## src/rtl/sample_display_sched.sv

```systemverilog
// sample_display_sched
// Shares one 32-bit debug display word between NUM_CH microphone sample streams.
// Each channel's latest sample, its peak magnitude and a "seen" flag are latched on its
// data_rdy strobe. The displayed channel either rotates on a dwell timer (auto/peak) or
// follows man_ch (manual).
//
// Ports:
//   clock       system clock, rising edge
//   reset       synchronous active-high reset
//   data        NUM_CH packed samples, channel i at [i*DATA_W +: DATA_W]
//   data_rdy    per-channel one-cycle sample strobe
//   mode_sel    0 auto, 1 manual, 2 peak, 3 reserved (behaves as auto)
//   man_ch      channel shown in manual mode (ignored if >= NUM_CH)
//   advance     pulse: step to the next channel (auto/peak only)
//   clear_peak  pulse: zero all peak registers
//   disp_val    {channel[3:0], mode[3:0], zero pad, value[DATA_W-1:0]}
//   disp_ch     channel currently displayed
//   disp_valid  displayed channel has captured a sample since reset
module sample_display_sched #(
  parameter int unsigned NUM_CH       = 4,
  parameter int unsigned DATA_W       = 18,
  parameter int unsigned DWELL_CYCLES = 50_000_000
) (
  input  logic                     clock,
  input  logic                     reset,
  input  logic [NUM_CH*DATA_W-1:0] data,
  input  logic [NUM_CH-1:0]        data_rdy,
  input  logic [1:0]               mode_sel,
  input  logic [2:0]               man_ch,
  input  logic                     advance,
  input  logic                     clear_peak,
  output logic [31:0]              disp_val,
  output logic [2:0]               disp_ch,
  output logic                     disp_valid
);

  // Storage is sized for the largest legal channel count so a 3-bit channel index never
  // selects out of range; entries above NUM_CH never see a strobe and stay zero.
  localparam int unsigned MaxCh   = 8;
  localparam int unsigned CntW    = $clog2(DWELL_CYCLES);
  localparam logic [CntW-1:0] CntLast = CntW'(DWELL_CYCLES - 1);
  localparam logic [2:0] LastCh   = 3'(NUM_CH - 1);
  localparam logic [3:0] NumCh4   = 4'(NUM_CH);

  localparam logic [0:0] StWait = 1'b0;
  localparam logic [0:0] StShow = 1'b1;

  localparam logic [1:0] ModeManual = 2'd1;
  localparam logic [1:0] ModePeak   = 2'd2;

  // Magnitude in DATA_W bits; the most negative input saturates to the largest positive.
  function automatic logic [DATA_W-1:0] mag(input logic [DATA_W-1:0] x);
    if (!x[DATA_W-1]) return x;
    if (x[DATA_W-2:0] == '0) return {1'b0, {(DATA_W-1){1'b1}}};
    return -x;
  endfunction

  logic [MaxCh*DATA_W-1:0] data_pad;
  logic [MaxCh-1:0]        rdy;
  logic [DATA_W-1:0]       slice     [MaxCh];
  logic [DATA_W-1:0]       slice_mag [MaxCh];

  assign data_pad = (MaxCh*DATA_W)'(data);
  assign rdy      = MaxCh'(data_rdy);

  always_comb begin
    for (int i = 0; i < MaxCh; i++) begin
      slice[i]     = data_pad[i*DATA_W +: DATA_W];
      slice_mag[i] = mag(data_pad[i*DATA_W +: DATA_W]);
    end
  end

  // Per-channel capture
  logic [DATA_W-1:0] sample_q [MaxCh];
  logic [DATA_W-1:0] peak_q   [MaxCh];
  logic [MaxCh-1:0]  seen_q;
  logic [MaxCh-1:0]  seen_d;

  assign seen_d = seen_q | rdy;

  always_ff @(posedge clock) begin
    if (reset) begin
      for (int i = 0; i < MaxCh; i++) begin
        sample_q[i] <= '0;
        peak_q[i]   <= '0;
      end
      seen_q <= '0;
    end else begin
      for (int i = 0; i < MaxCh; i++) begin
        if (rdy[i]) begin
          sample_q[i] <= slice[i];
          // A coincident clear restarts the peak from this sample rather than zero.
          if (clear_peak || (slice_mag[i] > peak_q[i])) peak_q[i] <= slice_mag[i];
        end else if (clear_peak) begin
          peak_q[i] <= '0;
        end
      end
      seen_q <= seen_d;
    end
  end

  // Channel selection and WAIT/SHOW state
  logic [2:0]      cur_ch_q, cur_ch_d, next_ch;
  logic [CntW-1:0] cnt_q, cnt_d;
  logic [0:0]      state_q, state_d;

  always_comb begin
    next_ch  = (cur_ch_q == LastCh) ? 3'd0 : cur_ch_q + 3'd1;
    cur_ch_d = cur_ch_q;
    cnt_d    = cnt_q;
    if (mode_sel == ModeManual) begin
      cnt_d = '0;
      if ({1'b0, man_ch} < NumCh4) cur_ch_d = man_ch;
    end else if (advance || (cnt_q == CntLast)) begin
      // Advance and dwell expiry together still move a single step.
      cur_ch_d = next_ch;
      cnt_d    = '0;
    end else begin
      cnt_d = cnt_q + CntW'(1);
    end
    // Looking at seen_d lets a strobe on the incoming channel count on the switch edge.
    state_d = seen_d[cur_ch_d] ? StShow : StWait;
  end

  always_ff @(posedge clock) begin
    if (reset) begin
      cur_ch_q <= '0;
      cnt_q    <= '0;
      state_q  <= StWait;
    end else begin
      cur_ch_q <= cur_ch_d;
      cnt_q    <= cnt_d;
      state_q  <= state_d;
    end
  end

  // Registered display outputs
  logic [31:0] disp_val_d;

  always_comb begin
    disp_val_d        = '0;
    disp_val_d[31:28] = {1'b0, cur_ch_q};
    disp_val_d[27:24] = {2'b00, mode_sel};
    if (state_q == StShow) begin
      disp_val_d[DATA_W-1:0] = (mode_sel == ModePeak) ? peak_q[cur_ch_q] : sample_q[cur_ch_q];
    end
  end

  always_ff @(posedge clock) begin
    if (reset) begin
      disp_val   <= '0;
      disp_ch    <= '0;
      disp_valid <= 1'b0;
    end else begin
      disp_val   <= disp_val_d;
      disp_ch    <= cur_ch_q;
      disp_valid <= (state_q == StShow);
    end
  end

endmodule

```

## config.mk

```make
export PLATFORM = sky130hd
export DESIGN_NAME = sample_display_sched
export DESIGN_NICKNAME = d
export VERILOG_FILES = /design/src/rtl/sample_display_sched.sv
export SDC_FILE = /design/constraint.sdc
export NUM_CORES = 1
export LEC_CHECK = 0
export CORE_MARGIN = 5
export CORE_UTILIZATION = 40
export CTS_CLUSTER_DIAMETER = 40
export DETAILED_ROUTE_END_ITERATION = 10
export PLACE_DENSITY = 0.69
export SYNTH_ARGS = -nofsm -noshare
export SYNTH_HDL_FRONTEND = slang
export SYNTH_SLANG_ARGS = --single-unit
```

## constraint.sdc

```tcl
create_clock -name clock -period 5.3 [get_ports clock]
set_input_delay 1.06 -clock clock [delete_from_list [all_inputs] [get_ports clock]]
set_output_delay 1.06 -clock clock [all_outputs]
set_load 0.03 [all_outputs]
```

==> flow_summary.ini, run 1 <==
[logic_synthesis]
yosysWarnings = 0
yosysUniqueCellTypes = 63
syn_area_per_cell_um2 = 10.18
ys_ff_latch = 202
synth_area_leader_cell = edfxtp_1
ys_seq_area_share_pct = 44.88
synthTopCellsByCount = edfxtp_1, nand2_1, a21oi_1
synth_edf_count = 144
syn-cell-area_mm2 = 0.01222
netlist_top_cells_area = edfxtp_1, dfxtp_1, ha_1, mux4_2, nand2_1
synth_most_common_cell = edfxtp_1
async_flop_share_pct = 0
synth_ff_type = edfxtp_1
synth_top_area_share_pct = 35.38
syn-instance-count = 1201

[critical_path]
crit_path_end_kind = flip-flop
worstSetupPathType = input port to flip-flop
r2r-start = peak_q[0][3]
critical_path_arrival_ns = 5.00
critPathLaunchType = input port
critPathMaxFanout = 7
critPathRequiredTime_ns = 5.63
reg2reg_to = peak_q[0][17]
reg2reg_slack_ns = 2.46
r2r_cells = 8

[floorplan]
rows = 64
die_h_um = 184.8
start_util_pct = 40.27
core_area_mm2 = 0.03035
die_area_mm2 = 0.03415
ios = 121
dieWidth_um = 184.8

[flow_run]
cap_violations = 0

[sta]
final_max_slew_viol_count = 0
final.min_clock_period_ns = 4.664
max_freq_ghz = 0.2144
post-route-period-util_pct = 88.00
holdWs_ns = 0.4618
setup_viol = 0
tns_ns = 0
slew_headroom_pct = 37.94
rsz0062_at_grt = false
hold_violations = 0
clock_skew_ns = 0.01946
tightest_slew_ns = 0.9281

[clock_network]
postCtsSetupRepairBufs = 0
cts_hold_buf = 0
numCtsBuffers = 30
clockBufferDepth = 3
cts_resized = 0
h-tree-depth = 1
cts.sinks = 202
cts_tree = yes
clock-root-buffer = clkbuf_16
insertion_delay_ns = 0.56
clk_pin_slew_ns = 0.06

[layout]
syn_to_final_growth_pct = 23.28
drive_gt1_share_pct = 11.90
regArea_mm2 = 0.005487
antenna_cells = 0
fin_util_pct = 49.65
finalNonFillerCells = 1766
layout.nets = 1509
multiInputGateArea_mm2 = 0.006153
fill_cells = 2682

[drt]
via_count = 9643
ant_nets = 0
wl_per_cell_um = 20.16
first_pass_iters = 5
drt_wl_total_um = 35600
routed_via_density = 5.460
drc = 0
drtIter0Drc = 1084

[placed_design]
io_buffers = 111
place.gp.congestion = 0.9641
dpl.hpwl_um = 27970
placedCellCount = 1710

[power]
total_power_mw = 4.966
p_leak_nw = 5.884
power_density_mw_per_mm2 = 329.6
ir_drop_mv = 0.2916

[outcome]
outcome = finished clean

[grt]
grt_max_degree = 41
antenna_found_initial = 1
grt_pass1_wl_um = 53370
first_global_vias = 9298
overflow = 0
grt.total_usage_pct = 20.37

[hold_path]
hp-class = flip-flop to flip-flop
min_path_cells = 2
holdPathEnd = seen_q[3]
worstHoldStart = seen_q[3]
## sequential cells by signal, summed over array words and instances, names as in the netlist
register / flops
cur_ch_q: 3
cnt_q: 26
disp_valid: 1
sample_q: 72
disp_val: 23
seen_q: 4
state_q: 1
peak_q: 72
## cells in the final DEF (no fill, tap or decap), types with 12 or more instances in the layout
cell type | synthesis | routed
a21o_1 | 20 | 20
a21oi_1 | 102 | 102
and2_1 | 68 | 68
buf_4 | 12 | 52
clkbuf_16 | 0 | 30
clkdlybuf4s50_1 | 0 | 111
dfxtp_1 | 58 | 57
edfxtp_1 | 144 | 144
ha_1 | 78 | 78
inv_1 | 90 | 90
mux4_2 | 36 | 36
nand2_1 | 141 | 141
nand2b_1 | 12 | 12
nand3_1 | 18 | 18
nand4_1 | 12 | 12
nor2_1 | 69 | 69
nor2b_1 | 22 | 22
nor3_1 | 32 | 32
o21ai_0 | 26 | 26
o31ai_1 | 22 | 22
or3_1 | 17 | 17
xnor2_1 | 19 | 19
xor2_1 | 55 | 55
## stage by stage
step / setup WS, ns / instance area (um2)
after floorplan: 0.5443 / 12250
after global placement: 0.1754 / 14010
after detailed placement: 0.1389 / 14010
after CTS: 0.6770 / 15070
after global routing: 0.3463 / 15070
final: 0.6359 / 15070
## layer usage
metal	track usage [%]	up-vias	routed length, um
met3	4.399	72	3323
met4	7.692	2	1472
li1	-	4584	-
met2	34.08	425	17080
met5	0	-	7
met1	26.02	4560	13720
## layout make-up
type | count | area share (%)
multi-input cells | 857 | 40.84
flip-flops and latches | 202 | 36.41
repair buffers | 165 | 10.23
clock buffers | 35 | 5.174
well taps | 396 | 3.288
inverters | 90 | 2.242
clock inverters | 21 | 1.810
## cells by family (layout without fill, tap and decap cells)
| kind of cell | Yosys count | count (layout) | share of synthesized area (%) |
|---|---|---|---|
| simple gates | 432 | 432 | 17.95 |
| compound gates | 218 | 218 | 11.37 |
| flops | 202 | 202 | 44.88 |
| buf+inv | 150 | 311 | 5.016 |
| fa+ha+maj | 78 | 78 | 7.985 |
| xor+xnor | 74 | 74 | 5.303 |
| mux | 46 | 46 | 7.463 |
| other cells | 1 | 9 | 0.03068 |
## critical path: stages
cell and delay (ns):
clkdlybuf4s50_1 0.42, or3_1 0.42, or4b_4 0.54, or2_4 0.31, o31ai_4 0.18, xor2_1 0.20
nand2_1 0.08, ha_1 0.30, nand4_1 0.11, or3_1 0.41, o211a_1 0.27, a2bb2oi_2 0.17
buf_4 0.20, a2111oi_0 0.33
## how the worst max path moves through the flow
stage	start	to
after global routing	data[59]	peak_q[3][17]
after CTS	data[59]	peak_q[3][17]
after floorplan	data[59]	peak_q[3][11]
final	data[59]	peak_q[3][17]
after detailed placement	data[59]	peak_q[3][17]
after global placement	data[59]	peak_q[3][17]
## power breakdown
part	switching [mW]	total [mW]	internal [mW]
Combinational	0.507	0.926	0.419
Clock	0.777	2.05	1.27
Sequential	0.130	1.99	1.86
No activity file was read; power rests on OpenSTA's default activity.
==> run 2: changes to the inputs <==
--- a/config.mk
+++ b/config.mk
@@ -5,7 +5,6 @@
 export SDC_FILE = /design/constraint.sdc
 export NUM_CORES = 1
 export LEC_CHECK = 0
-export CORE_MARGIN = 5
 export CORE_UTILIZATION = 40
 export CTS_CLUSTER_DIAMETER = 40
 export DETAILED_ROUTE_END_ITERATION = 10
==> constraint.sdc (replaced) <==
create_clock -name clock -period 5.3 [get_ports clock]
set_input_delay 0.795 -clock clock [delete_from_list [all_inputs] [get_ports clock]]
set_output_delay 0.795 -clock clock [all_outputs]
set_load 0.03 [all_outputs]
==> flow_summary.ini, run 2 (synthesis gave the netlist of run 1 again) <==
[layout]
drive_gt1_share_pct = 11.80
fill_cells = 2652
syn_to_final_growth_pct = 22.89
final_cell_area_mm2 = 0.01502
layout.nets = 1499
layout_common_cells = edfxtp_1, nand2_1, clkdlybuf4s50_1, a21oi_1, inv_1
top_regs = peak_q (72), sample_q (72), cnt_q (26)
final_common_cell = edfxtp_1

[power]
p_leak_nw = 5.853
clkPwrFrac_pct = 43.0
p_seq_share_pct = 39.0
ir_drop_mv = 0.2062
power_frac_comb_pct = 18.0
power_density_mw_per_mm2 = 339.6
internal_power_mw = 3.607
p_switching_mw = 1.495
netSwitchingFraction_pct = 29.30

[sta]
max_freq_ghz = 0.2094
slew_headroom_pct = 40.42
final_max_slew_viol_count = 0
hold_violations = 0
rsz0062_at_grt = false
tns_ns = 0
setup_viol = 0
tightest_slew_ns = 0.8937
post-route-period-util_pct = 90.10
clock_skew_ns = 0.02303
final.min_clock_period_ns = 4.776

[drt]
wl_per_cell_um = 20.37
drtIter0Drc = 834
ant_nets = 0
via_count = 9854
drc = 0
routed_via_density = 5.615
first_pass_iters = 5
drt_wl_total_um = 35750

[hold_path]
hp-class = flip-flop to flip-flop
holdPathEnd = seen_q[2]
min_path_cells = 2
worstHoldStart = seen_q[2]

[grt]
grt.total_usage_pct = 23.27
grt_pass1_wl_um = 54510
overflow = 0
grt_max_degree = 41
antenna_found_initial = 2
first_global_vias = 9459

[clock_network]
numCtsBuffers = 36
postCtsSetupRepairBufs = 0
clockBufferDepth = 3
cts_resized = 0
cts_hold_buf = 0
h-tree-depth = 2
insertion_delay_ns = 0.52
clk_pin_slew_ns = 0.05
clock-root-buffer = clkbuf_16
cts_tree = yes
cts.sinks = 202

[placed_design]
dpl.hpwl_um = 27490
place.gp.congestion = 0.9407
io_buffers = 111
place_area_mm2 = 0.01386

[outcome]
outcome = finished clean

[critical_path]
reg2reg_to = peak_q[3][6]
critPathRequiredTime_ns = 5.42
critPathLaunchType = input port
crit_path_end_kind = flip-flop
r2r-start = peak_q[3][3]
reg2reg_slack_ns = 2.55
critical_path_arrival_ns = 4.90
r2r_cells = 8
critPathMaxFanout = 18
worstSetupPathType = input port to flip-flop

[floorplan]
rows = 63
die_h_um = 176.8
start_util_pct = 40.91
die_area_mm2 = 0.03126
ios = 121
dieWidth_um = 176.8
core_area_mm2 = 0.02987

[flow_run]
cap_violations = 0
[run 2: cell types whose count changed in the layout (fill, tap and decap cells not counted), sizes merged]
cell / change
buf: -16
bufinv: -4
clkbuf: +5
clkinv: +3
clkinvlp: +3
diode: +1
inv: +3
[run 2: layout make-up]
type,instances,area (um2),area share (%)
clock buffers,40,957.2,6.373
flip-flops and latches,202,5487,36.53
repair buffers,149,1396,9.297
inverters,90,337.8,2.249
clock inverters,26,197.7,1.316
diodes,1,2.502,0.01666
multi-input cells,857,6153,40.97
well taps,390,488.0,3.249
[run 2: power by group through the flow]
| stage | Combinational [mW] | Clock (mW) | Sequential, mW |
|---|---|---|---|
| after floorplan | 0.599 | 0 | 1.94 |
| after detailed placement | 0.904 | 0 | 2.01 |
| after global placement | 0.883 | 0 | 2.01 |
| after CTS | 0.913 | 2.21 | 1.98 |
| after global routing | 1.02 | 2.30 | 1.99 |
| final | 0.919 | 2.19 | 1.99 |
[run 2: worst max-delay path, cell delays in order]
cell and delay, ns:
clkdlybuf4s50_1 0.48, or3_1 0.44, or4b_4 0.54, or2_4 0.31, o31ai_4 0.18, xor2_1 0.22
nand2_1 0.08, ha_1 0.29, nand4_1 0.12, or3_1 0.41, o211a_1 0.26, nor2_1 0.11
a211o_1 0.66
[run 2: worst max path at each step]
stage | from | to | slack [ns] | cells after the start
global placement | data[59] | peak_q[3][9] | 0.15 | 13
CTS | data[59] | peak_q[3][6] | 0.57 | 13
finish | data[59] | peak_q[3][6] | 0.52 | 13
floorplan | data[59] | peak_q[3][11] | 0.81 | 14
global route | data[59] | peak_q[3][6] | 0.37 | 14
detailed placement | data[59] | peak_q[3][9] | 0.07 | 13
[run 2: metrics by stage]
| stage | hold slack, ns | worst slack [ns] | utilization, % | power [mW] | cells |
|---|---|---|---|---|---|
| final | 0.4589 | 0.5245 | 50.27 | 5.101 | 1755 |
| after global routing | 0.4731 | 0.3672 | 50.27 | 5.307 | 1754 |
| after CTS | 0.4591 | 0.5705 | 50.27 | 5.110 | 1754 |
| after detailed placement | 0.4478 | 0.06778 | 46.40 | 2.917 | 1688 |
| after global placement | 0.4370 | 0.1477 | 46.40 | 2.892 | 1688 |
| after floorplan | 0.4196 | 0.8093 | - | 2.540 | 1209 |
[run 2: layer usage]
layer	global-route usage, %	vias up	share of wire [%]
li1	-	4574	-
met1	29.36	4734	40
met2	38.84	443	48
met3	3.651	103	7.4
met4	11.28	0	5.0
met5	0	-	0
